--- config.mk ---
export PLATFORM = sky130hd
export DESIGN_NAME = ccff_chain_loader
export DESIGN_NICKNAME = d
export VERILOG_FILES = /design/src/rtl/ccff_loader_pkg.sv /design/src/rtl/ccff_chain_loader_serializer.sv /design/src/rtl/ccff_chain_loader.sv
export SDC_FILE = /design/constraint.sdc
export NUM_CORES = 1
export LEC_CHECK = 0
export BUFFER_PORTS_ARGS = -buffer_cell sky130_fd_sc_hd__buf_2
export CAP_MARGIN = 5
export CORE_MARGIN = 2
export CORE_UTILIZATION = 60
export DETAILED_ROUTE_END_ITERATION = 8
export HOLD_SLACK_MARGIN = 0.08
export PLACE_DENSITY = 0.79
export SYNTH_ARGS = -nofsm -noshare
export SYNTH_HDL_FRONTEND = slang
export SYNTH_SLANG_ARGS = --single-unit
--- constraint.sdc ---
create_clock -name prog_clk -period 6.61 [get_ports prog_clk]
set_input_delay 0.661 -clock prog_clk [delete_from_list [all_inputs] [get_ports prog_clk]]
set_output_delay 0.661 -clock prog_clk [all_outputs]
set_load 0.01 [all_outputs]
--- src/rtl/ccff_loader_pkg.sv ---
// ---------------------------------------------------------------------------
// ccff_loader_pkg
// Shared types and sizing helpers for the configuration-chain loader.
//   state_e       : loader FSM states
//   CHAIN_LEN_DEF : default number of flops in the downstream config chain
//   WORD_W_DEF    : default bitstream word width
//   ccff_nwords() : words per load, ceil(chain_len / word_w)
//   ccff_cnt_w()  : width of a counter holding 0..n
//   ccff_idx_w()  : width of a bit index into a word_w-bit word
// ---------------------------------------------------------------------------
package ccff_loader_pkg;

  typedef enum logic [1:0] {
    IDLE      = 2'd0,
    WAIT_WORD = 2'd1,
    SHIFT     = 2'd2,
    DONE      = 2'd3
  } state_e;

  localparam int CHAIN_LEN_DEF = 1024;
  localparam int WORD_W_DEF    = 8;

  function automatic int ccff_nwords(input int chain_len, input int word_w);
    return (chain_len + word_w - 1) / word_w;
  endfunction

  function automatic int ccff_cnt_w(input int n);
    return $clog2(n + 1);
  endfunction

  function automatic int ccff_idx_w(input int word_w);
    return (word_w > 1) ? $clog2(word_w) : 1;
  endfunction

endpackage

--- src/rtl/ccff_chain_loader_serializer.sv ---
// ---------------------------------------------------------------------------
// ccff_word_serializer
// Holds one bitstream word and presents it MSB-first, one bit per shift.
//   prog_clk   : programming clock
//   pReset     : synchronous active-high reset
//   load_i     : capture data_i and point at bit WORD_W-1 (wins over shift_i)
//   shift_i    : step to the next lower bit
//   data_i     : word to capture
//   bit_o      : currently selected bit
//   last_bit_o : the selected bit is bit 0, the last of the word
// ---------------------------------------------------------------------------
module ccff_word_serializer
  import ccff_loader_pkg::*;
#(
  parameter int WORD_W = WORD_W_DEF
) (
  input  logic              prog_clk,
  input  logic              pReset,
  input  logic              load_i,
  input  logic              shift_i,
  input  logic [WORD_W-1:0] data_i,
  output logic              bit_o,
  output logic              last_bit_o
);

  localparam int                IDX_W   = ccff_idx_w(WORD_W);
  localparam logic [IDX_W-1:0]  IDX_TOP = IDX_W'(WORD_W - 1);

  logic [WORD_W-1:0] word_q;
  logic [IDX_W-1:0]  bit_idx_q;

  // NOTE: sequential state uses non-blocking assignments so every flop samples
  // the pre-edge values regardless of statement order. The word register is
  // reset as well: it is a single register, not a memory array, and a known
  // value keeps ccff_head clean from the first cycle.
  always_ff @(posedge prog_clk) begin
    if (pReset) begin
      word_q    <= '0;
      bit_idx_q <= '0;
    end else if (load_i) begin
      word_q    <= data_i;
      bit_idx_q <= IDX_TOP;
    end else if (shift_i) begin
      bit_idx_q <= bit_idx_q - IDX_W'(1);
    end
  end

  assign bit_o      = word_q[bit_idx_q];
  assign last_bit_o = (bit_idx_q == '0);

endmodule

--- src/rtl/ccff_chain_loader.sv ---
// ---------------------------------------------------------------------------
// ccff_chain_loader
// Loads a configuration bitstream into a serial config-flop chain. Words
// arrive on a valid/ready stream, are shifted out MSB-first on ccff_head, and
// config_enable is raised only on cycles that carry a real bit, so the chain
// sees exactly CHAIN_LEN shifts per load whatever the upstream stalls.
//
// Ports
//   prog_clk      in  programming clock (only clock)
//   pReset        in  synchronous active-high reset
//   cfg_start     in  1-cycle pulse, starts a load from IDLE or DONE
//   s_data        in  bitstream word, bit WORD_W-1 shifted first
//   s_valid       in  s_data valid
//   s_ready       out word accepted this cycle when s_valid is high
//   ccff_head     out serial bit into the chain head
//   config_enable out chain shift enable
//   ccff_tail     in  chain tail, used only by the tail check
//   busy          out high in WAIT_WORD and SHIFT
//   done          out high in DONE
//   err           out sticky tail-check error
//
// Build option
//   CCFF_TAIL_CHECK_EN : when defined, the first load after pReset expects
//   the chain tail to read 0 on every shift and sets err otherwise. When
//   undefined, err is tied 0 and ccff_tail is ignored.
// ---------------------------------------------------------------------------
module ccff_chain_loader
  import ccff_loader_pkg::*;
#(
  parameter int CHAIN_LEN = CHAIN_LEN_DEF,
  parameter int WORD_W    = WORD_W_DEF
) (
  input  logic              prog_clk,
  input  logic              pReset,
  input  logic              cfg_start,
  input  logic [WORD_W-1:0] s_data,
  input  logic              s_valid,
  output logic              s_ready,
  output logic              ccff_head,
  output logic              config_enable,
  input  logic              ccff_tail,
  output logic              busy,
  output logic              done,
  output logic              err
);

  localparam int NWORDS = ccff_nwords(CHAIN_LEN, WORD_W);
  localparam int CNT_W  = ccff_cnt_w(CHAIN_LEN);
  localparam int WCNT_W = ccff_cnt_w(NWORDS);

  localparam logic [CNT_W-1:0]  CNT_LOAD  = CNT_W'(CHAIN_LEN);
  localparam logic [WCNT_W-1:0] WCNT_LOAD = WCNT_W'(NWORDS);

  state_e            state_q;
  logic [CNT_W-1:0]  remaining_q;   // chain bits still to shift this load
  logic [WCNT_W-1:0] words_left_q;  // words still to accept this load

  logic in_shift;
  logic last_chain_bit;
  logic accept;
  logic start_load;
  logic ser_bit;
  logic ser_last_bit;

  assign in_shift       = (state_q == SHIFT);
  assign last_chain_bit = in_shift && (remaining_q == CNT_W'(1));
  assign start_load     = cfg_start && ((state_q == IDLE) || (state_q == DONE));

  // In SHIFT a new word is only taken on the last bit of the current word and
  // only if the chain still needs more bits; this gives gap-free streaming
  // while never over-reading the bitstream.
  assign s_ready = (words_left_q != '0) &&
                   ((state_q == WAIT_WORD) ||
                    (in_shift && ser_last_bit && (remaining_q > CNT_W'(1))));
  assign accept  = s_valid && s_ready;

  always_ff @(posedge prog_clk) begin
    if (pReset) begin
      state_q      <= IDLE;
      remaining_q  <= '0;
      words_left_q <= '0;
    end else begin
      if (start_load) begin
        remaining_q  <= CNT_LOAD;
        words_left_q <= WCNT_LOAD;
      end else begin
        if (in_shift) remaining_q  <= remaining_q - CNT_W'(1);
        if (accept)   words_left_q <= words_left_q - WCNT_W'(1);
      end

      unique case (state_q)
        IDLE, DONE: if (cfg_start) state_q <= WAIT_WORD;
        WAIT_WORD:  if (accept)    state_q <= SHIFT;
        SHIFT: begin
          // The final chain bit ends the load even mid-word; leftover low
          // bits of that word are simply never shifted.
          if (last_chain_bit)                 state_q <= DONE;
          else if (ser_last_bit && !accept)   state_q <= WAIT_WORD;
        end
        default: state_q <= IDLE;
      endcase
    end
  end

  ccff_word_serializer #(
    .WORD_W (WORD_W)
  ) u_serializer (
    .prog_clk   (prog_clk),
    .pReset     (pReset),
    .load_i     (accept),
    .shift_i    (in_shift),
    .data_i     (s_data),
    .bit_o      (ser_bit),
    .last_bit_o (ser_last_bit)
  );

  // All outputs decode straight from flops, so none depends on an input.
  assign config_enable = in_shift;
  assign ccff_head     = in_shift && ser_bit;
  assign busy          = (state_q == WAIT_WORD) || in_shift;
  assign done          = (state_q == DONE);

`ifdef CCFF_TAIL_CHECK_EN
  // chain_clean marks that the chain should still hold its post-reset zeros,
  // which is only true until the first load completes.
  logic chain_clean_q;
  logic err_q;

  always_ff @(posedge prog_clk) begin
    if (pReset) begin
      chain_clean_q <= 1'b1;
      err_q         <= 1'b0;
    end else begin
      if (in_shift && chain_clean_q && ccff_tail) err_q <= 1'b1;
      if (last_chain_bit)                         chain_clean_q <= 1'b0;
    end
  end

  assign err = err_q;
`else
  logic unused_tail;
  assign unused_tail = ccff_tail;
  assign err         = 1'b0;
`endif

endmodule

### After elaboration in Yosys (flattened, before gate mapping)

Index checks and enable logic that the tools add are counted.

* add/subtract/negate cells: 3
* magnitude comparators: 2
* eq/ne operators: 7
* mux-type cells: 13
* reductions and logical operators: 21

Operators with widths (number)
* 11-bit 2-to-1 mux: 2
* 8-bit 2-to-1 mux: 2
* 11-bit by 1-bit equality test with 1-bit output (second input constant): 1
* 11-bit by 1-bit > comparator with 1-bit output (second input constant): 1
* 11-bit by 1-bit subtractor with 11-bit output (second input constant): 1
* 1-bit logical AND: 8
* 2-bit 2-to-1 mux: 4
* 8-bit nonzero test: 1
* 8-bit by 1-bit subtractor with 8-bit output (second input constant): 1
* 3-bit 2-to-1 mux: 2
* 2-bit one-hot mux with 3 select lines: 1
* 2-bit nonzero test: 3
* 2-bit equality test (second input constant): 2
* 3-bit by 4-bit < comparator with 1-bit output (second input constant): 1
* 2-bit != test (second input constant): 2
* 2-bit OR reduction: 2
* 1-bit binary-select mux with 3-bit select: 1
* 3-bit logical NOT: 1
* 1-bit logical OR: 3
* 3-bit by 1-bit != test with 1-bit output (second input constant): 1
* 3-bit AND reduction: 1
* 3-bit by 1-bit subtractor with 3-bit output (second input constant): 1
* 2-bit by 1-bit equality test with 1-bit output (second input constant): 1
* 2-bit logical NOT: 1
* other kinds (2): 2

* flip-flop bits (word level): 32
* input bits: 13
* output and inout bits: 6
* logic and storage cells: 53

### Logic depth before layout (Yosys ltp)

Gate-level depths: netlist (run 1).

* depth in word-level cells: 11
* gate-level depth with buffers: 9
* gate-level depth less buffers: 7

### Modules after synthesis

Synthesis (run 1) repeated with hierarchy kept, for this count alone.

* cell total of the unflattened synthesis: 178
* area, all modules: 1661.6 µm²

Modules (own cells, without submodules)
* ccff_chain_loader: instances 1, cells each 132, area each 1159.9 µm², sequential area each 420.4 µm²
* ccff_word_serializer: instances 1, cells each 46, area each 501.7 µm², sequential area each 220.2 µm²

### Least setup slack after synthesis (run 1)

No wires, ideal clock.

* path kind: register to output
* from: reg remaining_q[5]
* to: out s_ready
* arrival time: 2101 ps
* required time: 5949 ps
* slack: 3848 ps
* cell stages (with the launch flop): 7
* buffers on the path: 2
* cell sequence: dfxtp_1 > or4_4 > or4_4 > a31o_1 > buf_6 > buf_6 > and2_1

* cells in the longest elaborated chain, start to end: 4

RTL lines
* from (decl): RTL line ccff_chain_loader.sv:55 `logic [CNT_W-1:0] remaining_q;`
* from (signal assigned): RTL line ccff_chain_loader.sv:87 `if (in_shift) remaining_q <= remaining_q - CNT_W'(1);`
* 11-bit by 1-bit > comparator with 1-bit output: RTL line ccff_chain_loader.sv:74 `(in_shift && ser_last_bit && (remaining_q > CNT_W'(1))));`
* 1-bit logical AND: RTL line ccff_chain_loader.sv:74
* 1-bit logical OR: RTL line ccff_chain_loader.sv:73 `((state_q == WAIT_WORD) ||`
* 1-bit logical AND: RTL line ccff_chain_loader.sv:72 `assign s_ready = (words_left_q != '0) &&`
* to (decl): RTL line ccff_chain_loader.sv:38 `output logic s_ready,`

Every way passes these cells.

### Worst setup path after layout (run 1)

Ends and elaborated chain as after synthesis.

==> impl_metrics.csv, run 1 <==
group,metric,value,unit
clocking,cts_root_buf,"clkbuf_4",
run,drv_cap,0,
worst_setup_path,critPathRequiredTime,5950,ps
pwr,swShare,0.328,
sta,tightest_slew,1140,ps
floorplanning,ios,19,
worst_setup_path,crit_path_top_delay_cell,"or4_4",
worst_setup_path,cp_common_cell,"or4_4",
floorplanning,initial_utilization,0.641,
pwr,clock_power_share,0.293,
clocking,cts_tree,"built",
drt,firstDrtPassIters,4,
drt,ant_nets,0,
placed_design,gp_congestion,0.858,
status,status,"finished clean",
synth,synth-edff-count,0,
synth,syn_area,1780,um^2
grt,grt_max_degree,19,
synth,synth.distinct_cells,49,
drt,via_count,1440,
worst_setup_path,cp_slowest_stage_delay,580,ps
drt,totalWireLength,3400,um
pwr,leakagePower,0.710,nW
floorplanning,die_y,58.5,um
placed_design,dpl.hpwl,2430,um
clocking,h-tree-depth,2,
worst_setup_path,cp_cell_sequence,"or4_4, or4_4, a31o_1, and2_1, buf_2",
clocking,clkSinkCount,32,
sta,finalClockSkew,10.2,ps
grt,antenna_found_initial,0,
drt,wire_per_inst,14.2,um
sta,hold_viol,0,
layout,drive_gt1_frac,0.201,
clocking,post_cts_buffers,0,
worst_setup_path,timing_worst_setup_path_type,"register to output port",
clocking,clockBufferDepth,2,
pwr,power.total,0.503,mW
min_path,hp-class,"register to register",
synth,ys_seq_elements,32,
layout,finalInstanceArea,1920,um^2
layout,fillCellCount,249,
synth,syn_avg_cell_area,9.14,um^2
floorplanning,rows,19,
clocking,cts_buffers,5,
synth,seq_area_frac_synth,0.360,
sta,max_slew_margin,0.241,
floorplanning,die-area,3420,um^2
placed_design,placed_area,1840,um^2
worst_setup_path,r2r_cells,5,
sta,slew_violations,0,
clocking,cts_resized,0,
grt,overflow,0,
grt,grt_pass1_wl,5960,um
worst_setup_path,crit_arrival,2800,ps
sta,setup_tns,0,ps
sta,rsz0062_at_grt,"false",
drt,first_iter_violations,87,
synth,synth_top_area_share,0.360,
synth,synth_cells,195,
sta,timing.fmax,289,MHz
min_path,hold_depth,2,
synth,yosysWarnings,0,
layout,area_delta_synth_final,7.51,%
floorplanning,core_region_area,2780,um^2
grt,globalRouteTotalUtil,0.230,
clocking,hold_buffers,0,
pwr,combPwrFrac,0.271,
worst_setup_path,critPathMaxFanout,18,
synth,syn_nets,217,
pwr,power_density,262,nW/um^2
layout,nets,230,
sta,timing.final.crit_share,0.524,
pwr,irDropWorstVdd,0.231,mV
layout,n_antenna_cell,0,
drt,via_per_inst,6.00,
placed_design,io_buffers,16,
clocking,path_clk_slew,100,ps
worst_setup_path,crit_path_end_kind,"output port",
sta,finalSetupViolCount,0,
synth,synth_ff_type,"dfxtp_1",
floorplanning,die_x,58.5,um
drt,route.detailed.drc,0,
worst_setup_path,setup.worst_path.start_class,"register",
synth,synthArstFlopShare,0,
pwr,p_int,0.338,mW
clocking,insertion_delay,340,ps
grt,grt_pass1_vias,1445,
pwr,p_seq_frac,0.436,
synth,synth_area_leaders,"dfxtp_1 36%, ha_1 6.3%, a21oi_1 5.6%",
synth,yosysTopAreaCell,"dfxtp_1",
sta,min_period,3460,ps
pwr,p_sw,0.165,mW
-- layout by cell type, fill, tap and decap left out, types with 3 or more instances in the layout --
| cell | n |
|---|---|
| dfxtp_1 | 32 |
| a21oi_1 | 20 |
| buf_2 | 16 |
| nor2_1 | 13 |
| inv_1 | 12 |
| nand2_1 | 10 |
| o21ai_1 | 9 |
| ha_1 | 9 |
| nand3_2 | 8 |
| xnor2_1 | 7 |
| nand3_1 | 5 |
| clkbuf_4 | 5 |
| nor3_1 | 4 |
| nand2b_1 | 4 |
| mux2i_1 | 3 |
| or4_1 | 3 |
| nor4_1 | 3 |
| xor2_1 | 3 |
| o31ai_1 | 3 |
-- cells by family after synthesis --
family / after synthesis / synth area share
other: 1 / 0.00210
AND/OR/NAND/NOR: 66 / 0.225
flip-flops: 32 / 0.360
AO/OA/AOI/OAI: 49 / 0.193
adder cells (fa/ha/maj): 9 / 0.0632
XOR/XNOR: 10 / 0.0492
buffers and inverters: 22 / 0.0597
multiplexers: 6 / 0.0485
-- final cells by class --
class | count | area, um^2 | share of cell area
clock buffer | 6 | 41.3 | 0.0216
timing repair buffer | 16 | 80.1 | 0.0418
inverter | 12 | 45.0 | 0.0235
clock inverter | 2 | 35.0 | 0.0183
multi-input combinational | 141 | 1030 | 0.540
tap | 31 | 38.8 | 0.0202
sequential | 32 | 641 | 0.334
-- metal layers --
layer | global-route usage | wire [um] | vias up
met5 | 0 | 0 | -
met3 | 0.0484 | 105 | 9
li1 | - | - | 726
met2 | 0.403 | 1760 | 29
met1 | 0.256 | 1450 | 676
met4 | 0.130 | 80 | 0
-- per-stage QoR --
stage / cells / hold slack [ps] / setup WS (ps) / utilization
global route: 240 / 528 / 3050 / 0.689
global placement: 232 / 460 / 3560 / 0.661
CTS: 240 / 486 / 3140 / 0.689
detailed placement: 232 / 472 / 3530 / 0.661
floorplan: 195 / 442 / 3850 / -
finish: 240 / 484 / 3150 / 0.689
-- critical path, delay by kind of cell (launching register included) --
| kind | cells | cell delay, ps |
|---|---|---|
| buf+inv | 1 | 130 |
| simple gates | 3 | 1430 |
| flops | 1 | 380 |
| compound gates | 1 | 520 |
-- sequential cells by signal, indices dropped and copies added, names as in the netlist --
signal and cells:
words_left_q 8, state_q 2, u_serializer.bit_idx_q 3, remaining_q 11, u_serializer.word_q 8
-- power groups by stage --
stage	clock [mW]	combinational, mW	sequential, mW
finish	0.147	0.136	0.219
global route	0.157	0.151	0.222
CTS	0.151	0.136	0.219
detailed placement	0	0.135	0.224
global placement	0	0.130	0.223
floorplan	0	0.117	0.220
-- Yosys cell counts (all sizes together), types with 4 or more instances --
| cell type | count |
|---|---|
| nand2 | 11 |
| nor2 | 13 |
| o21ai | 11 |
| inv | 12 |
| nand3 | 13 |
| buf | 5 |
| nand2b | 4 |
| dfxtp | 32 |
| or4 | 5 |
| nor3 | 4 |
| clkbuf | 5 |
| xnor2 | 7 |
| a21oi | 20 |
| ha | 9 |
-- path summary, 6_finish.rpt --
path                                          to  slack, ps                           startpoint
max                                      s_ready       3150          remaining_q[5]$_SDFFE_PP0P_
min          u_serializer.word_q[4]$_SDFFE_PP0P_        480  u_serializer.word_q[4]$_SDFFE_PP0P_
max reg2reg         words_left_q[1]$_SDFFE_PP0P_       4010          remaining_q[5]$_SDFFE_PP0P_
min reg2reg  u_serializer.word_q[4]$_SDFFE_PP0P_        480  u_serializer.word_q[4]$_SDFFE_PP0P_
Note: power is estimated with default switching activity, not from simulation.
==> inputs of run 2 (changes only) <==
--- a/config.mk
+++ b/config.mk
@@ -8,10 +8,10 @@
 export BUFFER_PORTS_ARGS = -buffer_cell sky130_fd_sc_hd__buf_2
 export CAP_MARGIN = 5
 export CORE_MARGIN = 2
-export CORE_UTILIZATION = 60
+export CORE_UTILIZATION = 58
 export DETAILED_ROUTE_END_ITERATION = 8
 export HOLD_SLACK_MARGIN = 0.08
-export PLACE_DENSITY = 0.79
+export PLACE_DENSITY = 0.77
 export SYNTH_ARGS = -nofsm -noshare
 export SYNTH_HDL_FRONTEND = slang
 export SYNTH_SLANG_ARGS = --single-unit
==> constraint.sdc (replaced) <==
create_clock -name prog_clk -period 3.3 [get_ports prog_clk]
set_input_delay 0.33 -clock prog_clk [delete_from_list [all_inputs] [get_ports prog_clk]]
set_output_delay 0.33 -clock prog_clk [all_outputs]
set_load 0.01 [all_outputs]
==> run 2 against run 1 <==
Net effect: sequential cell count did not move; clock power up 110%; combinational power up 110%; utilization shrank 3.6 points; first-iteration DRC count increased by 68%; critical path type unchanged; highest routed layer unchanged.
==> impl_metrics.csv, run 2 (synthesized netlist as in run 1, its figures left out) <==
group,metric,value,unit
layout,largest_register_ff_count,11,
sta,finalSetupViolCount,0,
worst_setup_path,crit_path_end_kind,"output port",
layout,drive_gt1_frac,0.217,
run,drv_cap,0,
worst_setup_path,critPathRequiredTime,2970,ps
sta,min_period,2930,ps
sta,timing.final.crit_share,0.889,
grt,grt_pass1_wl,6330,um
pwr,combPwrFrac,0.274,
layout,fillCellCount,252,
clocking,path_clk_slew,110,ps
worst_setup_path,timing_worst_setup_path_type,"register to output port",
floorplanning,die_y,59.4,um
layout,area_delta_synth_final,9.13,%
sta,tightest_slew,651,ps
pwr,clock_power_share,0.299,
layout,n_antenna_cell,0,
clocking,hold_buffers,0,
layout,final_common_cell,"dfxtp_1",
placed_design,dpl.hpwl,2570,um
worst_setup_path,critPathMaxFanout,7,
pwr,p_sw,0.350,mW
worst_setup_path,rrSetupSlack,760,ps
pwr,power_density,530,nW/um^2
layout,register_area,641,um^2
placed_design,place_inst,237,
sta,finalClockSkew,11.9,ps
grt,globalRouteTotalUtil,0.239,
drt,firstDrtPassIters,4,
clocking,post_cts_buffers,0,
sta,rsz0062_at_grt,"false",
layout,top_register,"remaining_q",
worst_setup_path,setup.worst_path.start_class,"register",
floorplanning,initial_utilization,0.598,
grt,grt_pass1_vias,1391,
drt,ant_nets,0,
clocking,h-tree-depth,2,
drt,via_count,1434,
layout,nets,233,
pwr,swShare,0.339,
drt,totalWireLength,3630,um
floorplanning,die_x,59.4,um
layout,multi_input_area,1030,um^2
drt,first_iter_violations,146,
drt,wire_per_inst,14.8,um
worst_setup_path,r2r_cells,6,
clocking,cts_resized,0,
min_path,hp-class,"input pin to register",
worst_setup_path,crit_arrival,2600,ps
floorplanning,core_region_area,2980,um^2
layout,final_cells,245,
drt,via_per_inst,5.85,
pwr,leakagePower,0.724,nW
clocking,cts_root_buf,"clkbuf_4",
clocking,cts_tree,"built",
layout,final_cell_mix,"32 x dfxtp_1, 20 x a21oi_1, 16 x buf_2, 13 x nor2_1, 12 x inv_1",
grt,overflow,0,
floorplanning,ios,19,
min_path,hold_depth,3,
sta,whs,209,ps
clocking,cts_buffers,5,
status,status,"finished clean",
sta,timing.fmax,341,MHz
sta,slew_violations,0,
placed_design,dpl_worst_slack,771,ps
pwr,p_seq_frac,0.427,
placed_design,gp_congestion,0.799,
sta,hold_viol,0,
floorplanning,die-area,3530,um^2
pwr,irDropWorstVdd,0.423,mV
pwr,power.total,1.03,mW
pwr,p_int,0.682,mW
sta,setup_tns,0,ps
sta,setup_slack,367,ps
clocking,clkSinkCount,32,
clocking,clockBufferDepth,2,
floorplanning,rows,20,
drt,route.detailed.drc,0,
placed_design,io_buffers,16,
grt,grt_max_degree,19,
grt,antenna_found_initial,0,
clocking,insertion_delay,360,ps
layout,reg_top3,"remaining_q x11, u_serializer.word_q x8, words_left_q x8",
sta,max_slew_margin,0.562,
-- run 2: cell count changes in the layout (fill, tap and decap cells not counted) --
cell	delta
clkinvlp_4	+1
buf_4	+3
clkbuf_1	-1
-- run 2: stage by stage --
stage          utilization  instance area [um^2]
6_report             0.653                  1940
5_1_grt              0.653                  1940
4_1_cts              0.653                  1940
3_5_place_dp         0.626                  1860
3_3_place_gp         0.626                  1860
2_1_floorplan            -                  1780
-- run 2: worst max-delay path, cell delays in order (launching register included) --
cell and delay [ps]:
dfxtp_1 380, or4_4 580, or4_4 580, a31o_1 370
and2_1 200, buf_2 130
-- run 2: final timing paths --
kind,startpoint,end
setup / recovery,remaining_q[5]$_SDFFE_PP0P_,s_ready
hold / removal,s_data[7],u_serializer.word_q[7]$_SDFFE_PP0P_
setup reg to reg,remaining_q[5]$_SDFFE_PP0P_,words_left_q[1]$_SDFFE_PP0P_
hold reg to reg,words_left_q[5]$_SDFFE_PP0P_,words_left_q[5]$_SDFFE_PP0P_
-- run 2: layout make-up --
type                       instances  area share
clock buffer                       5      0.0193
clock inverter                     3      0.0219
inverter                          12      0.0232
multi-input combinational        141       0.532
sequential                        32       0.329
tap                               33      0.0212
timing repair buffer              19      0.0528
-- run 2: power groups by stage --
stage                     registers, mW  clock network (mW)  logic [mW]
after floorplan                   0.441                   0       0.234
after detailed placement          0.449                   0       0.280
after global routing              0.444               0.332       0.313
final                             0.440               0.308       0.283
after global placement            0.446                   0       0.268
after CTS                         0.440               0.312       0.283
-- run 2: layer usage --
layer | vias to the layer above | global-route usage | part of all wire
li1 | 729 | - | -
met1 | 662 | 0.298 | 0.42
met2 | 37 | 0.383 | 0.52
met3 | 6 | 0.0611 | 0.046
met4 | 0 | 0.117 | 0.014
met5 | - | 0 | 0
==> inputs of run 3 (changes only) <==
==> constraint.sdc (replaced) <==
create_clock -name prog_clk -period 3.1 [get_ports prog_clk]
set_input_delay 0.31 -clock prog_clk [delete_from_list [all_inputs] [get_ports prog_clk]]
set_output_delay 0.31 -clock prog_clk [all_outputs]
set_load 0.01 [all_outputs]
==> run 3 against run 2 <==
Net effect: clock skew up 2.0 ps; routed wire length down 1.4%; critical path depth unchanged; clock power up 6%; worst hold slack worse by 14 ps; highest routed layer unchanged.
==> impl_metrics.csv, run 3 (synthesized netlist as in run 1, its figures left out) <==
group,metric,value,unit
worst_setup_path,rrSetupSlack,560,ps
drt,totalWireLength,3570,um
clocking,post_cts_buffers,0,
status,status,"finished clean",
sta,timing.fmax,345,MHz
floorplanning,die-area,3530,um^2
floorplanning,ios,19,
pwr,leakagePower,0.724,nW
clocking,h-tree-depth,2,
sta,finalSetupViolCount,0,
worst_setup_path,crit_path_top_delay_cell,"or4_4",
floorplanning,rows,20,
worst_setup_path,cp_common_cell,"or4_4",
clocking,cts_resized,0,
pwr,p_sw,0.371,mW
worst_setup_path,critPathMaxFanout,7,
drt,firstDrtPassIters,4,
worst_setup_path,r2r_cells,6,
clocking,hold_buffers,0,
worst_setup_path,cp_cell_sequence,"or4_4, or4_4, a31o_1, and2_1, buf_2",
min_path,whs_endpoint,"u_serializer.word_q[2]$_SDFFE_PP0P_",
drt,via_count,1457,
worst_setup_path,critPathRequiredTime,2790,ps
worst_setup_path,rr_startpoint,"remaining_q[5]$_SDFFE_PP0P_",
pwr,p_seq_frac,0.426,
pwr,combPwrFrac,0.277,
layout,top_register,"remaining_q",
layout,drive_gt1_frac,0.217,
drt,first_iter_violations,100,
worst_setup_path,crit_path_end_kind,"output port",
worst_setup_path,timing_worst_setup_path_type,"register to output port",
sta,max_slew_margin,0.499,
grt,globalRouteTotalUtil,0.228,
pwr,swShare,0.338,
pwr,power.total,1.10,mW
clocking,cts_tree,"built",
pwr,irDropWorstVdd,0.382,mV
layout,fillCellCount,242,
sta,slew_violations,0,
layout,final_cell_mix,"32 x dfxtp_1, 20 x a21oi_1, 16 x buf_2, 13 x nor2_1, 12 x inv_1",
placed_design,dpl.hpwl,2500,um
grt,grt_pass1_wl,6020,um
pwr,p_int,0.726,mW
floorplanning,die_x,59.4,um
worst_setup_path,setup.worst_path.start_class,"register",
min_path,hold_depth,3,
grt,grt_pass1_vias,1386,
sta,setup_tns,0,ps
grt,antenna_found_initial,0,
placed_design,io_buffers,16,
drt,wire_per_inst,14.6,um
min_path,hp-start,"s_data[2]",
pwr,power_density,564,nW/um^2
layout,largest_register_ff_count,11,
clocking,insertion_delay,350,ps
floorplanning,die_y,59.4,um
sta,tightest_slew,745,ps
layout,reg_top3,"remaining_q x11, u_serializer.word_q x8, words_left_q x8",
sta,timing.final.crit_share,0.934,
grt,grt_max_degree,19,
clocking,clockBufferDepth,2,
drt,ant_nets,0,
floorplanning,initial_utilization,0.598,
pwr,clock_power_share,0.296,
floorplanning,core_region_area,2980,um^2
worst_setup_path,rr_endpoint,"words_left_q[1]$_SDFFE_PP0P_",
placed_design,placed_area,1860,um^2
min_path,hp-class,"input pin to register",
layout,nets,233,
drt,route.detailed.drc,0,
clocking,cts_root_buf,"clkbuf_4",
clocking,path_clk_slew,100,ps
layout,finalInstanceArea,1940,um^2
sta,hold_viol,0,
run,drv_cap,0,
drt,via_per_inst,5.95,
sta,rsz0062_at_grt,"false",
layout,area_delta_synth_final,9.13,%
grt,overflow,0,
sta,min_period,2900,ps
layout,final_common_cell,"dfxtp_1",
clocking,clkSinkCount,32,
worst_setup_path,crit_arrival,2590,ps
sta,finalClockSkew,13.9,ps
layout,n_antenna_cell,0,
placed_design,gp_congestion,0.796,
clocking,cts_buffers,5,
worst_setup_path,cp_slowest_stage_delay,590,ps
run 3: worst max path at each step:
| stage | end | from |
|---|---|---|
| 2_1_floorplan | s_ready | remaining_q[5]$_SDFFE_PP0P_ |
| 3_3_place_gp | s_ready | remaining_q[5]$_SDFFE_PP0P_ |
| 3_5_place_dp | words_left_q[1]$_SDFFE_PP0P_ | remaining_q[5]$_SDFFE_PP0P_ |
| 4_1_cts | s_ready | remaining_q[5]$_SDFFE_PP0P_ |
| 5_1_grt | s_ready | remaining_q[5]$_SDFFE_PP0P_ |
| 6_report | s_ready | remaining_q[5]$_SDFFE_PP0P_ |
run 3: through the flow:
step           setup WS (ps)   util  hold WS [ps]  instances
6_report                 205  0.653           195        245
5_1_grt                  147  0.653           182        245
4_1_cts                  194  0.653           182        245
3_5_place_dp             572  0.626           466        237
3_3_place_gp             624  0.626           463        237
2_1_floorplan            689      -           441        195
run 3: cell type report:
cell class | count | area, um^2 | area share
clock buffers | 5 | 37.5 | 0.0193
clock inverters | 3 | 42.5 | 0.0219
inverters | 12 | 45.0 | 0.0232
multi-input cells | 141 | 1030 | 0.532
flip-flops and latches | 32 | 641 | 0.329
well taps | 33 | 41.3 | 0.0212
repair buffers | 19 | 103 | 0.0528
run 3: worst max-delay path: cells and delay by family (launching register included):
family | cells | cell delay, ps
compound gates | 1 | 380
simple gates | 3 | 1350
buf+inv | 1 | 130
flops | 1 | 380
run 3: power by group through the flow:
| stage | Combinational (mW) | Clock, mW | Sequential, mW |
|---|---|---|---|
| after global routing | 0.332 | 0.348 | 0.472 |
| after global placement | 0.285 | 0 | 0.475 |
| final | 0.304 | 0.325 | 0.468 |
| after floorplan | 0.249 | 0 | 0.470 |
| after CTS | 0.303 | 0.330 | 0.467 |
| after detailed placement | 0.300 | 0 | 0.477 |
run 3: layer usage:
metal	global-route usage	vias up	routed length (um)
met5	0	-	0
met4	0.0942	0	75
met3	0.0655	9	186
met2	0.396	43	1790
met1	0.261	676	1520
li1	-	729	-
